[src/rtl/axi4_slave_read_data.sv]
`timescale 1ns/1ps
// -----------------------------------------------------------------------------
// axi4_slave_read_data
//
// Purpose:
//   R-channel engine of an AXI4 slave. The address stage hands over a burst
//   descriptor with a one-cycle ar_transfer_occurred pulse. This block then
//   walks the burst one beat at a time:
//     FETCH : strobe a single-word read of the synchronous backing memory
//     LOAD  : the memory answers this cycle; register its data into rdata
//     DATA  : present the beat and hold it until the master accepts it
//   Each beat therefore costs at least three cycles. Beat addresses follow
//   the AXI FIXED / INCR / WRAP rules. WRAP with a length other than 2, 4, 8
//   or 16 beats, and the reserved burst type 2'b11, are both walked as INCR.
//
// Parameters:
//   ADDR_WIDTH  byte address width
//   DATA_WIDTH  R data width (power of two, >= 8)
//   ID_WIDTH    transaction ID width
//   MEM_DEPTH   number of DATA_WIDTH words in the backing memory
//
// Ports:
//   clk                   clock, rising edge
//   rst                   asynchronous active-high reset
//   ar_transfer_occurred  one-cycle pulse: latched_* below are valid
//   latched_araddr        burst start byte address
//   latched_arid          burst ID
//   latched_arlen         beats minus one
//   latched_arsize        log2 of bytes per beat
//   latched_arburst       00 FIXED, 01 INCR, 10 WRAP
//   rready                master accepts the current R beat
//   mem_rd_data           memory read data, valid the cycle after mem_rd_en
//   rvalid/rdata/rid/rresp/rlast  AXI4 R channel
//   mem_rd_en             memory read strobe (one cycle per beat)
//   mem_rd_addr           memory word index
//   rd_busy               high whenever a burst is in progress
//
// Build option:
//   AXI4_RD_SLVERR_EN  when defined, a beat whose full word index is at or
//                      beyond MEM_DEPTH is answered with SLVERR and zero data
//                      without touching the memory. When undefined, the word
//                      index is simply the low address bits (the memory
//                      aliases) and every beat is OKAY.
// -----------------------------------------------------------------------------
module axi4_slave_read_data #(
    parameter int ADDR_WIDTH = 32,
    parameter int DATA_WIDTH = 32,
    parameter int ID_WIDTH   = 4,
    parameter int MEM_DEPTH  = 1024
) (
    input  logic                         clk,
    input  logic                         rst,
    input  logic                         ar_transfer_occurred,
    input  logic [ADDR_WIDTH-1:0]        latched_araddr,
    input  logic [ID_WIDTH-1:0]          latched_arid,
    input  logic [7:0]                   latched_arlen,
    input  logic [2:0]                   latched_arsize,
    input  logic [1:0]                   latched_arburst,
    input  logic                         rready,
    input  logic [DATA_WIDTH-1:0]        mem_rd_data,
    output logic                         rvalid,
    output logic [DATA_WIDTH-1:0]        rdata,
    output logic [ID_WIDTH-1:0]          rid,
    output logic [1:0]                   rresp,
    output logic                         rlast,
    output logic                         mem_rd_en,
    output logic [$clog2(MEM_DEPTH)-1:0] mem_rd_addr,
    output logic                         rd_busy
);

    // -------------------------------------------------------------------------
    // Constants
    // -------------------------------------------------------------------------
    localparam int MEM_AW   = $clog2(MEM_DEPTH);
    // Byte-offset bits inside one data word; dropped to form the word index.
    localparam int ADDR_LSB = $clog2(DATA_WIDTH / 8);

    localparam logic [1:0] BURST_FIXED = 2'b00;
    localparam logic [1:0] BURST_WRAP  = 2'b10;

    localparam logic [1:0] RESP_OKAY   = 2'b00;
    localparam logic [1:0] RESP_SLVERR = 2'b10;

    typedef enum logic [1:0] {
        IDLE,
        FETCH,
        LOAD,
        DATA
    } state_e;

    // -------------------------------------------------------------------------
    // State and captured burst descriptor
    // -------------------------------------------------------------------------
    state_e                  state_q;
    state_e                  state_d;

    logic [ADDR_WIDTH-1:0]   addr_q;      // byte address of the current beat
    logic [ID_WIDTH-1:0]     id_q;
    logic [7:0]              len_q;
    logic [2:0]              size_q;
    logic [1:0]              burst_q;
    logic [7:0]              beat_cnt_q;  // beats already accepted by master

    logic                    beat_done;   // R handshake this cycle
    logic                    out_of_range;

    assign beat_done = (state_q == DATA) && rvalid && rready;
    assign rid       = id_q;

    // -------------------------------------------------------------------------
    // Beat address arithmetic
    // -------------------------------------------------------------------------
    logic [ADDR_WIDTH-1:0]   step;        // bytes per beat
    logic [ADDR_WIDTH-1:0]   wrap_mask;   // wrap container size minus one
    logic [ADDR_WIDTH-1:0]   incr_addr;
    logic                    wrap_legal;
    logic [ADDR_WIDTH-1:0]   next_addr;

    // NOTE: every signal written in an always_comb gets a default at the top of
    // the block, so no path through the case/if tree can leave it unassigned
    // and imply a latch.
    always_comb begin
        step       = ADDR_WIDTH'(1) << size_q;
        incr_addr  = addr_q + step;
        // (len+1) is a power of two for the legal WRAP lengths, so the
        // container is too and "mod container" reduces to a mask.
        wrap_mask  = ((ADDR_WIDTH'(len_q) + ADDR_WIDTH'(1)) << size_q)
                     - ADDR_WIDTH'(1);
        wrap_legal = (burst_q == BURST_WRAP) &&
                     ((len_q == 8'd1) || (len_q == 8'd3) ||
                      (len_q == 8'd7) || (len_q == 8'd15));
        next_addr  = incr_addr;

        if (burst_q == BURST_FIXED) begin
            next_addr = addr_q;
        end else if (wrap_legal) begin
            // Aligned container base plus the wrapped offset; the offset is
            // below the container size, so OR is the same as addition.
            next_addr = (addr_q & ~wrap_mask) | (incr_addr & wrap_mask);
        end
    end

    // -------------------------------------------------------------------------
    // Memory word index and range check
    // -------------------------------------------------------------------------
    assign mem_rd_addr = addr_q[ADDR_LSB +: MEM_AW];

`ifdef AXI4_RD_SLVERR_EN
    logic [ADDR_WIDTH-1:0]   word_full;   // word index before truncation

    assign word_full    = addr_q >> ADDR_LSB;
    assign out_of_range = (word_full >= ADDR_WIDTH'(MEM_DEPTH));
`else
    // Without range checking the memory aliases on the low address bits.
    assign out_of_range = 1'b0;
`endif

    // -------------------------------------------------------------------------
    // FSM: state register
    // -------------------------------------------------------------------------
    // NOTE: clocked blocks use non-blocking assignments only, so every register
    // samples the pre-edge value of every other register regardless of the
    // order the simulator evaluates the blocks in.
    always_ff @(posedge clk or posedge rst) begin
        if (rst) begin
            state_q <= IDLE;
        end else begin
            state_q <= state_d;
        end
    end

    // -------------------------------------------------------------------------
    // FSM: next state and decoded outputs
    // -------------------------------------------------------------------------
    always_comb begin
        state_d   = state_q;
        mem_rd_en = 1'b0;
        rd_busy   = 1'b1;

        unique case (state_q)
            IDLE: begin
                rd_busy = 1'b0;
                // Pulses arriving in any other state are simply not looked at.
                if (ar_transfer_occurred) begin
                    state_d = FETCH;
                end
            end

            FETCH: begin
                // An out-of-range beat is answered locally; the memory is
                // left alone.
                mem_rd_en = !out_of_range;
                state_d   = LOAD;
            end

            LOAD: begin
                state_d = DATA;
            end

            DATA: begin
                if (beat_done) begin
                    state_d = rlast ? IDLE : FETCH;
                end
            end

            default: begin
                state_d = IDLE;
            end
        endcase
    end

    // -------------------------------------------------------------------------
    // Datapath: descriptor capture, beat walk and R-channel registers
    // -------------------------------------------------------------------------
    always_ff @(posedge clk or posedge rst) begin
        if (rst) begin
            addr_q     <= '0;
            id_q       <= '0;
            len_q      <= '0;
            size_q     <= '0;
            burst_q    <= '0;
            beat_cnt_q <= '0;
            rvalid     <= 1'b0;
            rdata      <= '0;
            rresp      <= RESP_OKAY;
            rlast      <= 1'b0;
        end else begin
            unique case (state_q)
                IDLE: begin
                    if (ar_transfer_occurred) begin
                        addr_q     <= latched_araddr;
                        id_q       <= latched_arid;
                        len_q      <= latched_arlen;
                        size_q     <= latched_arsize;
                        burst_q    <= latched_arburst;
                        beat_cnt_q <= '0;
                    end
                end

                FETCH: begin
                    // Address is held; the memory is reading it this cycle.
                end

                LOAD: begin
                    // mem_rd_data belongs to the read strobed in FETCH.
                    rvalid <= 1'b1;
                    rdata  <= out_of_range ? '0 : mem_rd_data;
                    rresp  <= out_of_range ? RESP_SLVERR : RESP_OKAY;
                    rlast  <= (beat_cnt_q == len_q);
                end

                DATA: begin
                    // rdata/rresp are left alone after the handshake; they are
                    // only meaningful while rvalid is high.
                    if (beat_done) begin
                        rvalid <= 1'b0;
                        rlast  <= 1'b0;
                        if (!rlast) begin
                            beat_cnt_q <= beat_cnt_q + 8'd1;
                            addr_q     <= next_addr;
                        end
                    end
                end

                default: begin
                end
            endcase
        end
    end

endmodule

[config.mk]
export PLATFORM = sky130hd
export DESIGN_NAME = axi4_slave_read_data
export DESIGN_NICKNAME = d
export VERILOG_FILES = /design/src/rtl/axi4_slave_read_data.sv
export SDC_FILE = /design/constraint.sdc
export NUM_CORES = 1
export LEC_CHECK = 0
export BUFFER_PORTS_ARGS = -buffer_cell sky130_fd_sc_hd__buf_2
export CAP_MARGIN = 40
export CORE_AREA = 2 2 114 116
export CTS_CLUSTER_SIZE = 12
export DETAILED_ROUTE_END_ITERATION = 16
export DIE_AREA = 0 0 116 118
export PLACE_DENSITY = 0.71
export SYNTH_ARGS = -nofsm -noshare
export SYNTH_HDL_FRONTEND = slang
export SYNTH_SLANG_ARGS = --single-unit
[constraint.sdc]
create_clock -name clk -period 3.9 [get_ports clk]
set_input_delay 0.39 -clock clk [delete_from_list [all_inputs] [get_ports clk]]
set_output_delay 0.39 -clock clk [all_outputs]
set_load 0.005 [all_outputs]
==> impl_results.md, run 1 <==
- Run status: finished clean
- Worst-Margin Slew: 0.5870 ns
- CP Max Fanout: 14
- Synth area leader: dfrtp_1
- Met1 wire length: 5323 um
- Vias in the first global route: 4250
- Critical path class: flip-flop to flip-flop
- Port Buffers: 114
- Synth top area share: 36.54%
- Layout cells sized above 1: 37.04%
- Antenna diode count: 0
- Top_reg_cell synth: dfrtp_1
- CP Cell Sequence: ha_1, and3_4, mux2i_1, nand3b_1, a31oi_4, and2_4, nand2_1, xnor2_1, o21ai_0, mux2_1
- DP Area: 0.005594 mm^2
- Wire per inst: 16.03 um
- DIE AREA: 0.01369 mm^2
- GRT Total Usage: 18.72%
- Sink Count: 73
- Max Slew Vio Count: 0
- Crit path buf inv count: 0
- Max cap viols: 0
- Top delay family on crit path: simple AND/OR/NAND/NOR gates
- Drt pass-1 iters: 5
- CP startpoint kind: flip-flop
- Largest net degree at the start of global routing: 38
- CTS buffer count: 9
- Post-CTS setup repair buffer count: 0
- Setup-failing EPs final: 0
- CTS tree: done
- 1st-iter DRT viols: 251
- Routed vias/inst: 5.486
- Top sig layer: met4
- Fin Setup TNS: 0 ns
- Rows: 41
- Final HPWL DP: 9209 um
- WHS: 0.2753 ns
- Htree depth: 3
- Initial antenna violation count: 0
- Minimum clock period after layout: 3.293 ns
- Initial Utilization: 40.27%
- Commonest cells in the netlist: dfrtp_1 (73), mux2_2 (51), nor2_1 (39)
- DIE WIDTH: 116 um
- First-pass GRT wire length: 20390 um
- Most frequent cell after synthesis: dfrtp_1
- Later-pin clock latency in the skew report: 0.34 ns
- Register area share after synthesis: 36.54%
- Post-Syn Instances: 499
- Slew HR: 60.86%
- Asr flop ratio synth: 100.0%
- Cell Pwr Density: 965.7 mW/mm^2
- Worst-path clk slew: 0.06 ns
- Worst path slowest cell: dfrtp_1
- Mapped Area: 0.005000 mm^2
- Tightest Hold Check Type: input pin to flip-flop
- Worst Clk Skew: 0.009278 ns
- Post-CTS Resized: 0
- GP Congestion: 0.9375
- Synthesis Warnings: 0
- Mean post-synth cell area: 10.02 um^2
- Routed wire length: 12410 um
- CP required: 4.13 ns
- Metal3 WL: 875 um
- Number of synthesized flops with an enable pin: 0
- Fmax: 303.7 MHz
- Overall Power: 0.005730 W
- WP data arrival: 3.52 ns
- # DRC: 0
- Peak supply drop: 0.4327 mV
- Post-route cell area: 0.005933 mm^2
- DR vias: 4246
- Layout Utilization: 47.79%
- Top Ports: 137
- RSZ-0062 raised after global routing: no
- Hold Buf Count CTS: 1
- Largest cells by area after synthesis: dfrtp_1 (37%), mux2_2 (11%), ha_1 (4.3%), xor2_1 (3.2%), nor2_1 (2.9%)
- Global route overflow: 0
- Crit. End Element: flip-flop
- Final Hold Fails: 0
- DRT antenna net count: 0
- CTS root buf: clkbuf_16
- Clock tree buffer depth: 2
- Core ar.: 0.01241 mm^2
- DR WL met2: 5971 um
- Yosys cell types: 87
- Die Height: 118 um
- Final nets: 700
- CP peak stage delay: 0.67 ns
- Area Growth Syn to Fin: 18.67%
- Crit share post-route: 84.43%
- Yosys reg bits: 73
- P_leak: 2.607 nW
## metrics by stage
step	setup slack, ns	instances
final	0.6072	774
after global routing	0.4102	774
after CTS	0.6308	774
after detailed placement	0.6251	757
after global placement	0.6709	756
after floorplan	1.163	500
## logic make-up after synthesis
kind of cell	after synthesis	share of synthesized area (%)
and+or+nand+nor	152	16.57
AOI/OAI and AO/OA	108	15.84
DFF	73	36.54
muxes	59	13.29
buffers and inverters	55	7.107
xor gates and xnor gates	33	5.931
adders and majority gates	18	4.655
other	1	0.07500
## power by group
part	internal, W	switching, W	total [W]
clock network	0.000580	0.000336	0.000916
registers	0.00112	0.000386	0.00150
logic	0.00153	0.00178	0.00331
total	0.00323	0.00250	0.00573
## path summary, 6_finish.rpt
check	startpoint	to	slack (ns)	cells past startpoint
setup / recovery	len_q[0]	flip-flop	0.61	10
hold / removal	rready	rvalid	0.28	2
setup reg to reg	len_q[0]	flip-flop	0.61	10
hold reg to reg	rdata[30]	rdata[30]	0.50	1
max in group asynchronous	rst	rdata[18]	2.60	5
min in group asynchronous	rst	rdata[6]	0.54	3
## per-layer routing
| metal | vias to the layer above | track usage (%) |
|---|---|---|
| met5 | - | 0 |
| met4 | 0 | 6.994 |
| met3 | 20 | 4.531 |
| met2 | 176 | 30.74 |
| met1 | 2043 | 23.68 |
| li1 | 2007 | - |
## placed cells by master, fill, tap and decap left out, drive strengths merged, types with 8 or more instances in the layout
cell and count:
a21oi 22, a31oi 9, and3 8, buf 126
clkbuf 10, dfrtp 73, ha 17, inv 15
mux2 53, nand2 31, nand3 15, nor2 40
nor3 15, o21ai 21, xnor2 14, xor2 19
## area by class of cell
cell class              count  area, um^2
clock buffers              10       239.0
clock inverters             6       90.09
fillers                  1194        6481
inverters                  14       57.56
multi-input cells         372        2821
flip-flops and latches     73        1827
well taps                 172       215.2
repair buffers            127       683.2
No activity file was read; power rests on OpenSTA's default activity.
==> run 2: changes to the inputs <==
Clock period 3.9 ns to 3.05 ns, I/O delays scaled along.
==> run 2 against run 1 <==
Sequential power up 25%; non-clock buffer count up 8; first-iteration DRC count up 10%; worst hold slack worse by 0.24 ns; cell area up 1.0%; via count up 0.89%; worst setup slack worse by 0.40 ns; die area unchanged; critical path type unchanged; largest cell class unchanged; highest routed layer unchanged.
==> impl_results.md, run 2 (synthesis results as in run 1) <==
- CTS buffer count: 9
- Final nets: 708
- Port Buffers: 114
- DRT antenna net count: 0
- CTS tree: done
- Crit share post-route: 93.25%
- Max Slew Vio Count: 0
- Fin Setup TNS: 0 ns
- Initial Utilization: 40.27%
- Worst-path clk slew: 0.06 ns
- Max cap viols: 0
- Die Height: 118 um
- CP Max Fanout: 23
- Run status: finished clean
- Setup-failing EPs final: 0
- Worst path slowest cell: dfrtp_1
- Worst Clk Skew: 0.008031 ns
- Drt pass-1 iters: 5
- Rows: 41
- # DRC: 0
- Layout cells sized above 1: 38.69%
- Cell Pwr Density: 1237 mW/mm^2
- Hold Buf Count CTS: 0
- GP Congestion: 0.9386
- CP Cell Sequence: buf_4, and2b_1, mux2_4, o21ai_2, and3_1, and2_4, nand2_1, xnor2_1, o21ai_0, mux2_1
- Most common cell after layout, fill and taps aside: buf_2
- Routed wire length: 12450 um
- CP startpoint kind: flip-flop
- DR vias: 4284
- Final HPWL DP: 9416 um
- Largest net degree at the start of global routing: 48
- Slew HR: 59.92%
- Later-pin clock latency in the skew report: 0.34 ns
- CTS root buf: clkbuf_16
- Wire per inst: 15.92 um
- Top Ports: 137
- WP data arrival: 3.07 ns
- DIE WIDTH: 116 um
- Peak supply drop: 0.5477 mV
- Most frequent cells in the layout: buf_2 (114), dfrtp_1 (73), mux2_2 (51)
- Routed vias/inst: 5.478
- First-pass GRT wire length: 20410 um
- Tightest Hold Check Type: input pin to asynchronous set/reset pin
- Sink Count: 73
- Area Growth Syn to Fin: 19.87%
- CP required: 3.27 ns
- Vias in the first global route: 4257
- Minimum clock period after layout: 2.844 ns
- Post-CTS Resized: 0
- Initial antenna violation count: 0
- Post-CTS setup repair buffer count: 0
- Crit. End Element: flip-flop
- P_leak: 2.643 nW
- DIE AREA: 0.01369 mm^2
- WHS: 0.03878 ns
- CP peak stage delay: 0.52 ns
- Critical path class: flip-flop to flip-flop
- Fmax: 351.6 MHz
- Core ar.: 0.01241 mm^2
- RSZ-0062 raised after global routing: no
- Global route overflow: 0
- GRT Total Usage: 18.65%
- Antenna diode count: 0
- Final Hold Fails: 0
- Htree depth: 3
- Worst-Margin Slew: 0.6004 ns
- Clock tree buffer depth: 2
- 1st-iter DRT viols: 276
## run 2: cell count changes in the layout (fill, tap and decap cells not counted), sizes merged
cell and delta:
bufinv -1, buf +9, inv +1, dlygate4sd3 -1
## run 2: layout make-up
| cell class | instances | area [um^2] |
|---|---|---|
| clock inverters | 6 | 75.07 |
| repair buffers | 135 | 740.7 |
| well taps | 172 | 215.2 |
| inverters | 14 | 57.56 |
| multi-input cells | 372 | 2839 |
| flip-flops and latches | 73 | 1827 |
| fillers | 1191 | 6421 |
| clock buffers | 10 | 239.0 |
## run 2: per-layer routing
metal | routed length, um | share of wire [%] | GRT usage (%)
met1 | 5284 | 42 | 23.33
met5 | 0 | 0 | 0
met4 | 351 | 2.8 | 7.589
met3 | 788 | 6.3 | 4.428
met2 | 6024 | 48 | 30.67
## run 2: per-stage QoR
step	utilization, %	setup slack [ns]	power, W	instances	cell area, um^2
floorplan	-	0.3125	0.005199	500	5004
global placement	45.61	0.1543	0.006111	766	5662
detailed placement	45.61	0.1033	0.006246	766	5662
CTS	48.14	0.07244	0.007385	782	5976
global route	48.28	0.02352	0.007983	782	5993
finish	48.28	0.2060	0.007416	782	5993
## run 2: path summary, 6_finish.rpt
path | start | to | slack (ns) | cells after the start
worst max-delay path | size_q[0] | flip-flop | 0.21 | 10
worst min-delay path | rst | rdata[1] | 0.04 | 2
worst max register to register | size_q[0] | flip-flop | 0.21 | 10
worst min register to register | flip-flop | flip-flop | 0.50 | 2
max in group asynchronous | rst | asynchronous set/reset pin | 2.35 | 3
min in group clk | rready | rvalid | 0.18 | 2
## run 2: power breakdown
part           internal, W  switching (W)
Clock             0.000667       0.000434
Sequential         0.00143       0.000437
Combinational      0.00206        0.00238
## run 2: worst max-delay path, delay by kind of cell (launching register included)
family          cells  cell delay [ns]
compound gates      2             0.43
buf+inv             1             0.32
flops               1             0.52
mux                 2             0.64
xor+xnor            1             0.13
simple gates        4             0.68
